===== src/rtl/RISCV_pkg.sv =====
`default_nettype none
// ============================================================================
// Module   : RISCV_pkg
// Brief    : Shared word type, ALU control encodings and execute-stage states.
// Revision : 1.0  initial release
// ============================================================================
package RISCV_pkg;

    localparam int XLEN = 32;

    typedef logic [XLEN-1:0] word_t;

    typedef enum logic [3:0] {
        ALU_AND = 4'b0000,
        ALU_OR  = 4'b0001,
        ALU_ADD = 4'b0010,
        ALU_XOR = 4'b0011,
        ALU_SLL = 4'b0100,
        ALU_SRL = 4'b0101,
        ALU_SUB = 4'b0110,
        ALU_SRA = 4'b0111
    } alu_ctrl_t;

    typedef enum logic [1:0] {
        IDLE  = 2'd0,
        SHIFT = 2'd1,
        DONE  = 2'd2
    } exec_state_t;

    function automatic logic is_shift(input alu_ctrl_t ctrl);
        return (ctrl == ALU_SLL) || (ctrl == ALU_SRL) || (ctrl == ALU_SRA);
    endfunction

    // One-bit step of the iterative shifter.
    function automatic word_t shift1(input alu_ctrl_t ctrl, input word_t v);
        word_t r;
        case (ctrl)
            ALU_SLL: r = {v[XLEN-2:0], 1'b0};
            ALU_SRL: r = {1'b0, v[XLEN-1:1]};
            ALU_SRA: r = {v[XLEN-1], v[XLEN-1:1]};
            default: r = v;
        endcase
        return r;
    endfunction

endpackage
`default_nettype wire


===== src/rtl/alu_exec_if.sv =====
`default_nettype none
// ============================================================================
// Module   : alu_exec_if
// Brief    : Valid/ready operation and result bundle for the execute stage.
// Revision : 1.0  initial release
// ============================================================================
interface alu_exec_if;
    import RISCV_pkg::*;

    logic      in_valid;
    logic      in_ready;
    word_t     op_a;
    word_t     op_b;
    alu_ctrl_t alu_ctrl;
    logic      out_valid;
    logic      out_ready;
    word_t     result;
    logic      zero;

    modport master (
        output in_valid, op_a, op_b, alu_ctrl, out_ready,
        input  in_ready, out_valid, result, zero
    );

    modport slave (
        input  in_valid, op_a, op_b, alu_ctrl, out_ready,
        output in_ready, out_valid, result, zero
    );

endinterface
`default_nettype wire


===== src/rtl/alu_core.sv =====
`default_nettype none
// ============================================================================
// Module   : alu_core
// Brief    : Combinational single-cycle ALU (ADD/SUB/AND/OR/XOR).
// Revision : 1.0  initial release
// ============================================================================
module alu_core
    import RISCV_pkg::*;
(
    input  word_t     i_a,
    input  word_t     i_b,
    input  alu_ctrl_t i_ctrl,
    output word_t     o_y
);

    // Unlisted encodings fall through to ADD.
    always_comb begin
        o_y = i_a + i_b;
        case (i_ctrl)
            ALU_SUB: o_y = i_a - i_b;
            ALU_AND: o_y = i_a & i_b;
            ALU_OR:  o_y = i_a | i_b;
            ALU_XOR: o_y = i_a ^ i_b;
            default: o_y = i_a + i_b;
        endcase
    end

endmodule
`default_nettype wire


===== src/rtl/alu_exec.sv =====
`default_nettype none
// ============================================================================
// Module   : alu_exec
// Brief    : Execute stage: single-cycle ALU plus one-bit-per-cycle shifter.
// Revision : 1.0  initial release
// ============================================================================
module alu_exec
    import RISCV_pkg::*;
#(
    parameter int SHAMT_W = 5
) (
    input  wire logic   clk,
    input  wire logic   rst,
    alu_exec_if.slave   bus
);

    exec_state_t        r_state;
    alu_ctrl_t          r_ctrl;
    word_t              r_acc;
    logic [SHAMT_W-1:0] r_cnt;
    word_t              r_result;
    logic               r_zero;
    logic               r_out_valid;

    logic               w_in_ready;
    logic               w_accept;
    logic               w_multi;
    logic [SHAMT_W-1:0] w_shamt;
    word_t              w_core_y;
    word_t              w_single;
    word_t              w_shift_next;

    alu_core u_core (
        .i_a    (bus.op_a),
        .i_b    (bus.op_b),
        .i_ctrl (bus.alu_ctrl),
        .o_y    (w_core_y)
    );

    assign w_in_ready   = (r_state == IDLE) || ((r_state == DONE) && bus.out_ready);
    assign w_accept     = bus.in_valid && w_in_ready;
    assign w_shamt      = bus.op_b[SHAMT_W-1:0];
    assign w_multi      = is_shift(bus.alu_ctrl) && (w_shamt != '0);
    // A zero-distance shift degenerates to a pass-through of op_a.
    assign w_single     = is_shift(bus.alu_ctrl) ? bus.op_a : w_core_y;
    assign w_shift_next = shift1(r_ctrl, r_acc);

    always_ff @(posedge clk) begin
        if (!rst) begin
            r_state     <= IDLE;
            r_ctrl      <= ALU_ADD;
            r_acc       <= '0;
            r_cnt       <= '0;
            r_result    <= '0;
            r_zero      <= 1'b1;
            r_out_valid <= 1'b0;
        end else begin
            case (r_state)
                IDLE, DONE: begin
                    if (w_accept) begin
                        if (w_multi) begin
                            r_state     <= SHIFT;
                            r_ctrl      <= bus.alu_ctrl;
                            r_acc       <= bus.op_a;
                            r_cnt       <= w_shamt;
                            r_out_valid <= 1'b0;
                        end else begin
                            r_state     <= DONE;
                            r_result    <= w_single;
                            r_zero      <= (w_single == '0);
                            r_out_valid <= 1'b1;
                        end
                    end else if ((r_state == DONE) && bus.out_ready) begin
                        r_state     <= IDLE;
                        r_out_valid <= 1'b0;
                    end
                end
                SHIFT: begin
                    r_acc <= w_shift_next;
                    r_cnt <= r_cnt - SHAMT_W'(1);
                    if (r_cnt == SHAMT_W'(1)) begin
                        r_state     <= DONE;
                        r_result    <= w_shift_next;
                        r_zero      <= (w_shift_next == '0);
                        r_out_valid <= 1'b1;
                    end
                end
                default: begin
                    r_state     <= IDLE;
                    r_out_valid <= 1'b0;
                end
            endcase
        end
    end

    assign bus.in_ready  = w_in_ready;
    assign bus.out_valid = r_out_valid;
    assign bus.result    = r_result;
    assign bus.zero      = r_zero;

endmodule
`default_nettype wire


===== src/flat_wrapper.sv =====
// flat-port wrapper written by rule: the top's interface ports become plain ports
module alu_exec_flat import RISCV_pkg::*;
#(
    parameter int SHAMT_W = 5
)
  (clk, rst, bus_in_valid, bus_op_a, bus_op_b, bus_alu_ctrl, bus_out_ready, bus_in_ready, bus_out_valid, bus_result, bus_zero);
  alu_exec_if bus_i ();
  input  wire logic clk;
  input  wire logic rst;
  input wire logic [$bits(bus_i.in_valid)-1:0] bus_in_valid;
  input wire logic [$bits(bus_i.op_a)-1:0] bus_op_a;
  input wire logic [$bits(bus_i.op_b)-1:0] bus_op_b;
  input wire logic [$bits(bus_i.alu_ctrl)-1:0] bus_alu_ctrl;
  input wire logic [$bits(bus_i.out_ready)-1:0] bus_out_ready;
  output wire logic [$bits(bus_i.in_ready)-1:0] bus_in_ready;
  output wire logic [$bits(bus_i.out_valid)-1:0] bus_out_valid;
  output wire logic [$bits(bus_i.result)-1:0] bus_result;
  output wire logic [$bits(bus_i.zero)-1:0] bus_zero;
  assign bus_i.in_valid = bus_in_valid;
  assign bus_i.op_a = bus_op_a;
  assign bus_i.op_b = bus_op_b;
  assign bus_i.alu_ctrl = bus_alu_ctrl;
  assign bus_i.out_ready = bus_out_ready;
  assign bus_in_ready = bus_i.in_ready;
  assign bus_out_valid = bus_i.out_valid;
  assign bus_result = bus_i.result;
  assign bus_zero = bus_i.zero;
  alu_exec #(.SHAMT_W(SHAMT_W)) u_core (.clk(clk), .rst(rst), .bus(bus_i));
endmodule

===== config.mk =====
export PLATFORM = sky130hd
export DESIGN_NAME = alu_exec_flat
export DESIGN_NICKNAME = d
export VERILOG_FILES = /design/src/rtl/RISCV_pkg.sv /design/src/rtl/alu_exec_if.sv /design/src/rtl/alu_core.sv /design/src/rtl/alu_exec.sv /design/src/flat_wrapper.sv
export SDC_FILE = /design/constraint.sdc
export NUM_CORES = 1
export LEC_CHECK = 0
export CAP_MARGIN = 40
export CORE_MARGIN = 2
export CORE_UTILIZATION = 58
export CTS_CLUSTER_DIAMETER = 30
export DETAILED_ROUTE_END_ITERATION = 8
export HOLD_SLACK_MARGIN = 0.08
export PLACE_DENSITY_LB_ADDON = 0.1
export REMOVE_ABC_BUFFERS = 1
export SETUP_SLACK_MARGIN = 0.1
export SLEW_MARGIN = 20
export SYNTH_ARGS = -nofsm -noshare
export SYNTH_HDL_FRONTEND = slang
export SYNTH_SLANG_ARGS = --single-unit

===== constraint.sdc =====
create_clock -name clk -period 6.1 [get_ports clk]
set_input_delay 1.22 -clock clk [delete_from_list [all_inputs] [get_ports clk]]
set_output_delay 1.22 -clock clk [all_outputs]
set_load 0.01 [all_outputs]

; Yosys cells after proc, flatten, opt, wreduce, memory -nomap -nowiden
; Cells that the tools add are included.
[word_totals]
register_bits = 77
in_bits = 72
output_inout_bits = 35
elab_cells = 74
[op_classes]
n_addsub = 3
eq_ne = 17
muxes = 27
bitwise = 3
reduce_logical = 17
[op_table]
columns = cell, count
row1 = 2-to-1 mux 32 bit, 6
row2 = case mux 32 bit (2 select lines), 2
row3 = case mux 32 bit (4 select lines), 1
row4 = case mux 32 bit (3 select lines), 1
row5 = zero test 32 bit, 2
row6 = adder 32 bit, 1
row7 = AND 32 bit, 1
row8 = OR 32 bit, 1
row9 = subtractor 32 bit, 1
row10 = bitwise XOR 32 bit, 1
row11 = equality test 4 x 3 -> 1 bit (second input constant), 7
row12 = 2-to-1 mux 5 bit, 2
row13 = case mux 5 bit (2 select lines), 1
row14 = 2-to-1 mux 2 bit, 4
row15 = 2-to-1 mux 1 bit, 7
row16 = != test 2 x 1 -> 1 bit (second input constant), 3
row17 = AND reduction 3 bit, 2
row18 = equality test 5 x 1 -> 1 bit (second input constant), 1
row19 = nonzero test 5 bit, 1
row20 = subtractor 5 x 1 -> 5 bit (second input constant), 1
row21 = equality test 4 x 1 -> 1 bit (second input constant), 1
row22 = equality test 4 x 2 -> 1 bit (second input constant), 1
row23 = zero test 4 bit, 1
row24 = case mux 1 bit (2 select lines), 2
row25 = 12 further kinds, 16

; Longest topological paths before layout
[logic_depth]
depth_word = 8
ltp_mapped = 21
ltp_nobuf = 20

; Hierarchy
; From an unflattened synthesis, not the netlist that was laid out.
[unflattened]
hier_cells = 1191
area_unflattened_um2 = 8739.6
[by_module_without_submodules]
columns = mod, n_inst, cells_each, area_each_um2
row1 = alu_core, 1, 652, 4455.5
row2 = alu_exec, 1, 539, 4284.1

; Worst setup path before layout
; OpenSTA, ideal clock, no wires.
[synth_timing]
kind = input-to-reg
from = input port bus_op_b[3]
to = register u_core.r_zero, in the netlist u_core.bus.zero
arrival_ps = 4779
slack_ps = 1237
cell_stages = 19
path_buffers = 1
cell_sequence = nor4_1 > nand2_1 > or3_1 > nor2_1 > and4_1 > nor2_1 > xnor2_1 > ha_1 > clkbuf_1 > nand2_1 > nor3_1 > nand4_1 > o211ai_1 > o211ai_1 > xnor2_1 > a222oi_1 > a21o_1 > nand4bb_1 > o31ai_2
[synth_via]
elab_chain_cells = 7
word_cells_on_any_way = 15
classes_between = add/sub (2) / eq/ne (1) / mux (5) / bitwise (3) / reduce/logical (4)
[synth_rtl]
columns = element, line_no
row1 = "start, declared", flat_wrapper.sv:12  ; input wire logic [$bits(bus_i.op_b)-1:0] bus_op_b;
row2 = "adder 32 bit, or another cell as far along", alu_core.sv:24  ; default: o_y = i_a + i_b;
row3 = case mux 32 bit (4 select lines), alu_core.sv:19  ; case (i_ctrl)
row4 = 2-to-1 mux 32 bit, alu_exec.sv:45  ; assign w_single = is_shift(bus.alu_ctrl) ? bus.op_a : w_core_y;
row5 = zero test 32 bit, alu_exec.sv:70  ; r_zero <= (w_single == '0);
row6 = 2-to-1 mux 1 bit, alu_exec.sv:61  ; if (w_multi) begin
row7 = 2-to-1 mux 1 bit, alu_exec.sv:60  ; if (w_accept) begin
row8 = case mux 1 bit (2 select lines), alu_exec.sv:58  ; case (r_state)
row9 = "end signal, assigned", alu_exec.sv:70
row10 = "end signal, assigned", alu_exec.sv:84  ; r_zero <= (w_shift_next == '0);
row11 = "end, declared", alu_exec.sv:22  ; logic r_zero;
; Parallel ways exist; a longest one is shown, timed or not. The select of a mux whose other input is x is not followed.
; A chain may end at the register's enable or synchronous reset.

; Final worst setup path
[layout_timing]
from = input port bus_alu_ctrl[2]
to = register u_core.r_zero, in the netlist u_core.bus.zero
[layout_via]
elab_chain_cells = 8
word_cells_on_any_way = 18
classes_between = eq/ne (7) / mux (5) / reduce/logical (6)
[layout_rtl]
columns = element, line_no
row1 = "start, declared", flat_wrapper.sv:13  ; input wire logic [$bits(bus_i.alu_ctrl)-1:0] bus_alu_ctrl;
row2 = "parallel branches: the longest is 8 deep, another holds case mux 32 bit (4 select lines)", -
; Parallel ways; which one is timed is not known. The select of a mux whose other input is x is not followed.

==> metrics.txt <==
first-pass GRT wire length 52000 um; diodes inserted 0; CTS tree yes; Routed Antenna Nets 0; pwr dens 196 nW/um^2; Hold Path Class reg -> reg; Yosys reg bits 76; Cell Chain, Critical Path clkdlybuf4s50_1 -> nor2b_1 -> nand2_1 -> a21o_1 -> fa_1 -> nand2b_2 -> a2111oi_2 -> o31ai_2 -> a31o_1 -> xnor2_1 -> a222oi_1 -> buf_4 -> nand2_1 -> nor4b_2 -> nand2_1 -> o31ai_2; post-synth top area share 17.2%; Via Count 10400; Setup violations, final 0; WP buf/inv 2; number of global-route vias before repair 9666; Num Clock Sinks 76; Slew Limit Fails 0; failing checks DRC; Synth Cell Area 8870 um^2; largest family of logic cells by synthesized area compound AO/OA/AOI/OAI gates; clock buffer count from CTS 9; clock skew 0.00759 ns; WL final 33600 um; outcome finished, violations left; Syn. warnings 0; most common cell in the netlist nor2_1; r2r endpoint u_core.bus.zero; CP Capture Type flip-flop; Fillers 1335; Core Box Area 15100 um^2; GP Congestion 1.06; DP HPWL 25200 um; Largest delay share family, worst path compound AO/OA/AOI/OAI gates; FF+latch area 1520 um^2; RSZ-0062 raised after global routing false; CTS root buffer clkbuf_16; share of cells above drive strength 1 7.81%; Worst Setup Slack, final 0.447 ns; Post-synth top cells nor2_1 (159), ha_1 (99), a21oi_1 (98), nand2_1 (97), inv_1 (91); worst hold path depth 2; crit path max-delay cell type clkdlybuf4s50_1; Area Overhead vs Synth 18.6%; min-delay src u_core.bus.result[27]; Total GRT Usage 40.6%; Crit Path Max Fanout 8; worst endpoint required time 6.35 ns; vias per cell 6.87; Max Clk Rate 177 MHz; Reg-to-Reg Start u_core.r_state[0]; gr ovfl total 0; Yosys top cell by area dfxtp_1; post-synthesis cell count 1246; WL/cell 22.1 um; xor/xnor share of the synthesized area 4.35%; setup bufs post-CTS 0; R2R Setup Slk 3.07 ns; row count 45; Pleak 4.28 nW; Layout Utilization 69.7%; worst slew margin relative to its limit 38.5%; final net count 1499; Top cell by count, worst path nand2_1; CP startpoint kind input port; Mean Syn Cell Area 7.12 um^2; Post-route DRC 27; setup TNS 0 ns; PortBufs 106; Initial Util 58.8%; worst hold slack 0.451 ns; ys async rst share 0%; CTS clk-pin slew, worst paths 0.06 ns; worst vdd ir 0.000172 V; top area cells in the synthesized netlist dfxtp_1 (17%), ha_1 (14%), nor2_1 (6.7%); adder-cell share of the synthesized area 14.2%; initial antenna violation count 0; Worst Setup SP bus_alu_ctrl[2]; pre-CTS setup slack -0.168 ns; largest net degree at the start of global routing 47; Overall Power 2.06 mW; top_reg_cell synth dfxtp_1; Die W 128 um; number of flops mapped to enable cells by yosys 0; io pins 107; Synth Area in Simple Gates 22.5%; Worst Path Arrival 5.91 ns; Die Y-Extent 128 um; kind of critical path in -> reg; Hold Path End u_core.bus.result[27]; Final Critical Period 5.65 ns; multi-input combinational cell area 6680 um^2; post-synthesis mux area share 0.804%; Clk Latency, worst-skew pair 0.34 ns; crit share post-route 92.7%; Seq/Total Area, Yosys 17.2%; initial DRC count 1708; area of the die 16300 um^2; router iterations before antenna repair 9; Cell variety after synth 88; max incr delay on CP 0.71 ns; Max clock buf depth 2; Final Hold Violating Endpoints 0; max-cap violations 0; htree depth 3; Worst Reg-to-Reg Cells 11; Slew @ Worst Pin 0.920 ns; Synth Area in Compound Gates 33.0%
area by class of cell:
type	instances	share of cell area (%)
clock buffers	11	2.31
clock inverters	4	0.928
inverters	91	3.25
multi-input cells	998	63.5
flip-flops and latches	76	14.5
well taps	188	2.24
repair buffers	151	13.3
registers in the layout, summed over array words and instances (netlist names):
name                  count
u_core.bus.zero           1
u_core.bus.result        32
u_core.r_state            1
u_core.r_acc             32
u_core.bus.out_valid      1
u_core.r_cnt              5
u_core.r_ctrl             4
report_power, final:
part	internal [mW]	switching (mW)
Clock	0.408	0.200
Sequential	0.532	0.0257
Combinational	0.362	0.528
Total	1.30	0.754
cells in the final DEF (no fill, tap or decap), types with 11 or more instances in the layout:
master and n:
a211oi_1 15, a21oi_1 98, a221oi_1 28, a222oi_1 27
a22oi_1 28, a31oi_1 18, buf_4 45, clkdlybuf4s50_1 105
dfxtp_1 76, ha_1 99, inv_1 90, nand2_1 97
nand2b_1 17, nand3_1 18, nand4_1 21, nor2_1 156
nor2b_1 11, nor3_1 33, nor4_1 12, o211ai_1 19
o21ai_0 80, xnor2_1 37
worst min-delay path, stage by stage, from the launching register on:
cell and delay [ns]:
dfxtp_1 0.31, nand2_1 0.05, a21oi_1 0.05
what timing repair did:
action | in CTS | in global routing
endpoints found under the setup margin | 0 | 2
resized for setup | 0 | 4
hold buffers | 0 | 0
layer usage:
layer | GRT usage (%) | vias up | routed length [um]
li1 | - | 4784 | -
met1 | 50.6 | 4745 | 12800
met2 | 65.5 | 724 | 15000
met3 | 7.83 | 179 | 3650
met4 | 23.1 | 0 | 2120
met5 | 0 | - | 0
metrics by stage:
step / instances / instance area (um^2)
global placement: 1503 / 10100
CTS: 1518 / 10500
finish: 1519 / 10500
global route: 1519 / 10500
floorplan: 1165 / 8500
detailed placement: 1503 / 10100
worst max path at each step:
stage | endpoint | slack (ns) | cells past startpoint
CTS | u_core.bus.zero | 0.16 | 19
global placement | u_core.bus.zero | -0.09 | 19
detailed placement | u_core.bus.zero | -0.17 | 19
floorplan | u_core.r_acc[0] | 0.46 | 8
finish | u_core.bus.zero | 0.45 | 16
global route | u_core.bus.zero | 0.18 | 18
kinds of logic (layout without fill, tap and decap cells):
| kind of cell | after synthesis | in the layout |
|---|---|---|
| and+or+nand+nor | 424 | 424 |
| AOI/OAI and AO/OA | 423 | 423 |
| buffers and inverters | 172 | 257 |
| adders and majority gates | 100 | 100 |
| DFF | 76 | 76 |
| xor gates and xnor gates | 44 | 44 |
| muxes | 7 | 7 |
Power figures use the tool's default switching activity.
